File: src/rtl/coin_acceptor_frontend.sv
// coin_acceptor_frontend
// Conditions the two raw coin-slot sensors (1.00 and 0.50) for the vending FSM.
// Each sensor is synchronised (2 flops), debounced by a 4-state FSM and turned
// into one single-cycle accept pulse per physical coin. It also keeps saturating
// per-coin counts and flags a slot jam.
// Ports:
//   clk     system clock, rising edge
//   rst     asynchronous reset, active-low
//   sens_r  raw 1.00-slot sensor (async, bouncy, 1 = coin present)
//   sens_c  raw 0.50-slot sensor (async, bouncy, 1 = coin present)
//   R       one-cycle pulse per accepted 1.00 coin
//   C       one-cycle pulse per accepted 0.50 coin (never coincident with R)
//   jam     both slots debounced as pressed at the same time
//   cnt_r   saturating count of accepted 1.00 coins
//   cnt_c   saturating count of accepted 0.50 coins
module coin_acceptor_frontend #(
  parameter int unsigned DEBOUNCE_CYCLES = 4,
  parameter int unsigned COUNT_W         = 8
) (
  input  logic               clk,
  input  logic               rst,
  input  logic               sens_r,
  input  logic               sens_c,
  output logic               R,
  output logic               C,
  output logic               jam,
  output logic [COUNT_W-1:0] cnt_r,
  output logic [COUNT_W-1:0] cnt_c
);

  localparam int unsigned    CntW    = $clog2(DEBOUNCE_CYCLES + 1);
  localparam logic [CntW-1:0] CntLast = CntW'(DEBOUNCE_CYCLES - 1);
  localparam logic [CntW-1:0] CntOne  = CntW'(1);

  typedef enum logic [1:0] {StIdle, StDebHi, StPressed, StDebLo} ch_state_e;

  // Channel index 0 = 1.00 slot, 1 = 0.50 slot.
  logic [1:0]      sync1_q, sync2_q;
  ch_state_e       st_q  [2];
  ch_state_e       st_d  [2];
  logic [CntW-1:0] deb_q [2];
  logic [CntW-1:0] deb_d [2];
  logic [1:0]      req;

  logic               r_q, r_d, c_q, c_d, pend_q, pend_d, jam_q, jam_d;
  logic               c_avail;
  logic [COUNT_W-1:0] cnt_r_q, cnt_r_d, cnt_c_q, cnt_c_d;

  // Debounce: a level change is accepted after DEBOUNCE_CYCLES consecutive
  // synchronised samples at the new level; the counter restarts on every state change.
  always_comb begin
    for (int i = 0; i < 2; i++) begin
      st_d[i]  = st_q[i];
      deb_d[i] = deb_q[i];
      req[i]   = 1'b0;
      unique case (st_q[i])
        StIdle: begin
          if (sync2_q[i]) begin
            st_d[i]  = StDebHi;
            deb_d[i] = CntOne;
          end
        end
        StDebHi: begin
          if (!sync2_q[i]) begin
            st_d[i]  = StIdle;
            deb_d[i] = '0;
          end else if (deb_q[i] == CntLast) begin
            st_d[i]  = StPressed;
            deb_d[i] = '0;
            req[i]   = 1'b1;
          end else begin
            deb_d[i] = deb_q[i] + CntOne;
          end
        end
        StPressed: begin
          if (!sync2_q[i]) begin
            st_d[i]  = StDebLo;
            deb_d[i] = CntOne;
          end
        end
        StDebLo: begin
          if (sync2_q[i]) begin
            st_d[i]  = StPressed;
            deb_d[i] = '0;
          end else if (deb_q[i] == CntLast) begin
            st_d[i]  = StIdle;
            deb_d[i] = '0;
          end else begin
            deb_d[i] = deb_q[i] + CntOne;
          end
        end
      endcase
    end
  end

  // R has priority; a C request that collides with R waits one cycle in pend_q.
  always_comb begin
    c_avail = req[1] | pend_q;
    r_d     = req[0];
    c_d     = ~req[0] & c_avail;
    pend_d  = req[0] & c_avail;
    jam_d   = (st_d[0] == StPressed || st_d[0] == StDebLo) &&
              (st_d[1] == StPressed || st_d[1] == StDebLo);
    cnt_r_d = cnt_r_q;
    cnt_c_d = cnt_c_q;
    if (r_d && cnt_r_q != '1) cnt_r_d = cnt_r_q + 1'b1;
    if (c_d && cnt_c_q != '1) cnt_c_d = cnt_c_q + 1'b1;
  end

  always_ff @(posedge clk or negedge rst) begin
    if (!rst) begin
      sync1_q <= '0;
      sync2_q <= '0;
      for (int i = 0; i < 2; i++) begin
        st_q[i]  <= StIdle;
        deb_q[i] <= '0;
      end
      r_q     <= 1'b0;
      c_q     <= 1'b0;
      pend_q  <= 1'b0;
      jam_q   <= 1'b0;
      cnt_r_q <= '0;
      cnt_c_q <= '0;
    end else begin
      sync1_q <= {sens_c, sens_r};
      sync2_q <= sync1_q;
      for (int i = 0; i < 2; i++) begin
        st_q[i]  <= st_d[i];
        deb_q[i] <= deb_d[i];
      end
      r_q     <= r_d;
      c_q     <= c_d;
      pend_q  <= pend_d;
      jam_q   <= jam_d;
      cnt_r_q <= cnt_r_d;
      cnt_c_q <= cnt_c_d;
    end
  end

  assign R     = r_q;
  assign C     = c_q;
  assign jam   = jam_q;
  assign cnt_r = cnt_r_q;
  assign cnt_c = cnt_c_q;

endmodule

File: config.mk
export PLATFORM = sky130hd
export DESIGN_NAME = coin_acceptor_frontend
export DESIGN_NICKNAME = d
export VERILOG_FILES = /design/src/rtl/coin_acceptor_frontend.sv
export SDC_FILE = /design/constraint.sdc
export NUM_CORES = 1
export LEC_CHECK = 0
export ABC_AREA = 1
export CORE_MARGIN = 2
export CORE_UTILIZATION = 35
export DETAILED_ROUTE_END_ITERATION = 10
export PLACE_DENSITY = 0.63
export SLEW_MARGIN = 20
export SYNTH_ARGS = -nofsm -noshare
export SYNTH_HDL_FRONTEND = slang
export SYNTH_SLANG_ARGS = --single-unit
export TNS_END_PERCENT = 50
File: constraint.sdc
create_clock -name clk -period 4.1 [get_ports clk]
set_input_delay 0.82 -clock clk [delete_from_list [all_inputs] [get_ports clk]]
set_output_delay 0.82 -clock clk [all_outputs]
set_load 0.02 [all_outputs]
# Word-level counts from Yosys, hierarchy flattened
# Index checks and enable logic that the tools add are counted.
# op_classes
n_addsub	4
n_eq_ne	18
n_reduce_logical	9
n_mux	32
bitwise_logic	4
# op_table
cell	n
$mux W3	10
$mux W2	12
$pmux W3 S4	2
$add A8 B1 Y8 const B	2
$eq A2 B2 Y1 const B	8
$ne A8 B8 Y1 const B	2
$pmux W2 S4	2
$ne A2 B2 Y1 const B	4
$add A3 B1 Y3 const B	2
$eq A3 B2 Y1 const B	2
$mux W1	6
$eq A2 B1 Y1 const B	2
$logic_not A2 Y1	2
$reduce_and A2 Y1	2
$logic_and A1 B1 Y1	3
$and A1 B1 Y1	2
$logic_or A1 B1 Y1	2
$not A1 Y1	1
$or A1 B1 Y1	1
# totals
input_bits	4
register_bits	34
wordCells	79
out_inout_bits	19

# Depth between registers and ports, before layout
# logic_depth
ltp_word	7
ltp_mapped	8
ltp_nobuf	8

# Worst setup path before layout
# No wires, ideal clock.
# synth_timing
kind	register -> register
startpoint	register cnt_r_q[0] (netlist: cnt_r[0])
endpoint	register cnt_r_q[2] (netlist: cnt_r[2])
path_buffers	1
period_less_slack_ns	1.436
setup_time_ns	0.074
path_stages_with_launch	9
required_time_ns	4.026
t_arrival_ns	1.362
setup_slack_ns	2.664
path_cell_list	dfrtp_1 -> ha_1 -> nand3_2 -> nor2_2 -> nand3_1 -> nand2_2 -> buf_6 -> nand2_1 -> o21ai_2
# synth_between
elab_chain_len	2
word_cells_on_any_way	3
cone_classes	1 x add/sub; 1 x eq/ne; 1 x reduce/logical
# synth_rtl
element	line_no	rtl
start: declaration	47	logic [COUNT_W-1:0] cnt_r_q, cnt_r_d, cnt_c_q, cnt_c_d;
start signal: assignment	135	cnt_r_q <= cnt_r_d;
branches (longest 2 deep; another with $add A8 B1 Y8)	--	
# Several ways; the timed one is not identified.
# A chain may end at the register's enable or synchronous reset.

# Worst setup path after layout
# layout_timing
startpoint	register cnt_c_q[3] (netlist: cnt_c[3])
endpoint	output port cnt_c[3]
# layout_rtl
element	line_no	rtl
start: declaration	47	
start signal: assignment	136	cnt_c_q <= cnt_c_d;
end: declaration	28	output logic [COUNT_W-1:0] cnt_c
# No word-level cell between the ends.

==> summary.md <==
| Metric | Value |
|---|---|
| Outcome | completed |
| Clock-pin slew of the registers on the worst-case setup and hold paths | about 70 ps |
| Post-Synthesis Net Count | 202 |
| Largest net degree at the start of global routing | 35 |
| Final cell count without fillers | 278 |
| Critical path required time | between 3000 and 4000 ps |
| TritonCTS Buffers | 5 |
| Seq cells post-synth | 34 |
| Drt initial violations | 62 |
| Estimated wirelength of the detail-placed design | around 2.1 mm |
| Unrepaired setup endpoints after global routing | no |
| GRT overflow | 0 |
| Boundary Pins | 23 |
| ANT nets after route | 0 |
| Resized Gates After CTS | 0 |
| Final clock skew | 7.60 ps |
| Max VDD drop | roughly 0.00037 V |
| Max-slew violations | 0 |
| Count of cell types in the netlist | 23 |
| Hold violation total from the final report | 0 |
| Post-CTS Repair Setup Buffers | 0 |
| Maximum frequency from static timing analysis | 458 MHz |
| CP bufs+invs | 1 |
| Total power density per cell area | 483 nW/um^2 |
| Drt drc | 0 |
| Maximum Capacitance Violations | 0 |
| Area added between synthesis and finish | 22.5% |
| Count of flip-flops with a built-in enable after synthesis | 0 |
| Clock tree sinks | 34 |
| Final antenna diode count | 0 |
| Last weighted congestion value of the routability-driven placer | 0.732 |
| Number of hold buffers added after CTS | 0 |
| H-tree level count | 2 |
| Standard cell with the maximum stage delay on the critical path | clkdlybuf4s50_1 |
| Placed cell areas | 1950 sq um |
| Path type of the worst min-delay path | reg2reg |
| Wire length of the first global-routing pass | 5.44 mm |
| Cell breakdown of the critical path | clkdlybuf4s50_1 |
| Actual transition at the worst max-transition pin | 438 ps |
| Top cells by area in the synthesized netlist | dfrtp_1, nand2_1, inv_1, nand3_1, xnor2_1 |
| Leading cell type by number of instances after synthesis | nand2_1 |
| Worst setup timing slack at the placement stage | 2220 ps |
| CP Max Fanout | 7 |
| Fin area | 2040 sq um |
| Cell count after placement | 270 |
| Fraction of synthesized cell area taken by the top area cell type | between 50% and 60% |
| Wirelength, routed | 2.98 mm |
| Category of the worst setup path capture point | output port |
| Worst Setup Path Type | reg2out |
| Via density | 4.59 |
| Commonest cells in the netlist | nand2_1, dfrtp_1, inv_1 |
| Number of I/O port buffers | 22 |
| Min Clock Period, post-route | 2180 ps |
| Die area | 5330 sq um |
| Initial Util | ~36% |
| Die width | between 70 and 80 um |
| Worst hold margin | 348 ps |
| Synthesis warning total | 0 |
| Layout filler cell count | 454 |
| Total number of vias | approximately 1,300 |
| Post-synth top flop | dfrtp_1 |
| Launching element type of the critical path | flip-flop |
| Number of antenna violations at the first check in global routing | 0 |
| Layout Utilization | 43.8% |
| Cell Rows | 25 |
| CORE AREA | 4660 sq um |
| Fraction of final layout cells sized beyond drive strength 1 | 9.82% |
| Final count of negative-setup-slack endpoints | 0 |
| Detailed-route wire length per cell | 10.7 um |
| Number of detailed-routing iterations run before antenna repair | 4 |
| Period utilization | 53.2% |
| Gate count of the mapped netlist | slightly below 200 |
| Clock insertion delay at the later pin of the skew report | approximately 290 ps |
| Largest buffer count on any clock path | 2 |
| Family of cells with the greatest summed delay on the critical path | buffers and inverters |
| Static Leakage | 1.03 nW |
| Max stage delay on crit path | 640 ps |
| Asr flop ratio synth | between 90% and 100% |
| Data arrival time of the critical path | 1360 ps |
| Relative max-transition margin | between 70 and 80% |
| Total power draw | slightly below 1 mW |
| Final worst setup slack | ~1900 ps |
| Vias in the first global route | 1,221 |
| Synthesized cell area | approximately 1700 sq um |
| DIE HEIGHT | 73.0 um |
| Sequential-to-total area share from yosys stat | 51.1% |
| Mean Syn Cell Area | 8.59 sq um |
| CTS root buffer | clkbuf_8 |
| TritonCTS clock tree | built |
| Final-layout setup total negative slack | 0 ps |
| Nets | approximately 230 |
| Total routing usage reported by global routing | 13.1% |
| Cell type with the largest total area after synthesis | dfrtp_1 |
==> layout by cell type (no fill, tap or decap), drive strengths merged <==
cell and count:
nand2 63, dfrtp 34, inv 27, clkdlybuf4s50 22, nand3 19, o21ai 13
nor2 12, xnor2 7, clkbuf 7, nand4 4, ha 4, nand3b 4
a21oi 3, nor3 1, o21bai 1, xor2 1, clkinv 1, buf 1
==> layer usage <==
metal  GRT usage [%]  vias up  wire length (um)
met5               0        -                 0
met4            5.56        0                63
met3            3.45        7               119
met2            20.8       24              1300
met1            16.8      572              1510
li1                -      673                 -
==> layout make-up <==
class | count | area, sq um | share of cell area [%]
Clock buffer | 7 | 86.3 | 4.23
Tap cell | 54 | 67.6 | 3.31
Sequential cell | 34 | 851 | 41.7
Timing Repair Buffer | 23 | 228 | 11.2
Inverter | 27 | 101 | 4.96
Clock inverter | 1 | 5.00 | 0.245
Multi-Input combinational cell | 132 | 703 | 34.4
==> registers in the layout, summed over array words and instances (netlist names) <==
name,flops
cnt_c,8
R,1
jam,1
sync2_q,2
cnt_r,8
pend_q,1
deb_q,6
st_q,4
C,1
sync1_q,2
==> report_power, final <==
group | leakage, nW | switching, mW | internal (mW)
registers | 0.446 | 0.0569 | 0.399
logic | 0.540 | 0.162 | 0.115
clock network | 0.0482 | 0.120 | 0.135
total | 1.03 | 0.338 | 0.649
==> worst paths after layout <==
path / startpoint / end / slack, ps / cells past startpoint
setup / recovery: cnt_c[3] / cnt_c[3] / 1920 / 1
hold / removal: sync1_q[0] / sync2_q[0] / 350 / 0
setup reg to reg: cnt_r[0] / cnt_r[3] / 2460 / 8
hold reg to reg: sync1_q[0] / sync2_q[0] / 350 / 0
max in group asynchronous: rst / cnt_r[0] / 2840 / 2
min in group asynchronous: rst / cnt_r[7] / 940 / 2
==> logic make-up (layout without fill, tap and decap cells) <==
group / after synthesis / count (layout) / share of synthesized area, %
AND/OR/NAND/NOR: 103 / 103 / 29.1
adder cells (fa/ha/maj): 4 / 4 / 3.00
flip-flops: 34 / 34 / 51.1
XOR/XNOR: 8 / 8 / 4.20
AO/OA/AOI/OAI: 17 / 17 / 5.93
buffers and inverters: 28 / 58 / 6.76
(Power assumes the default switching activity.)
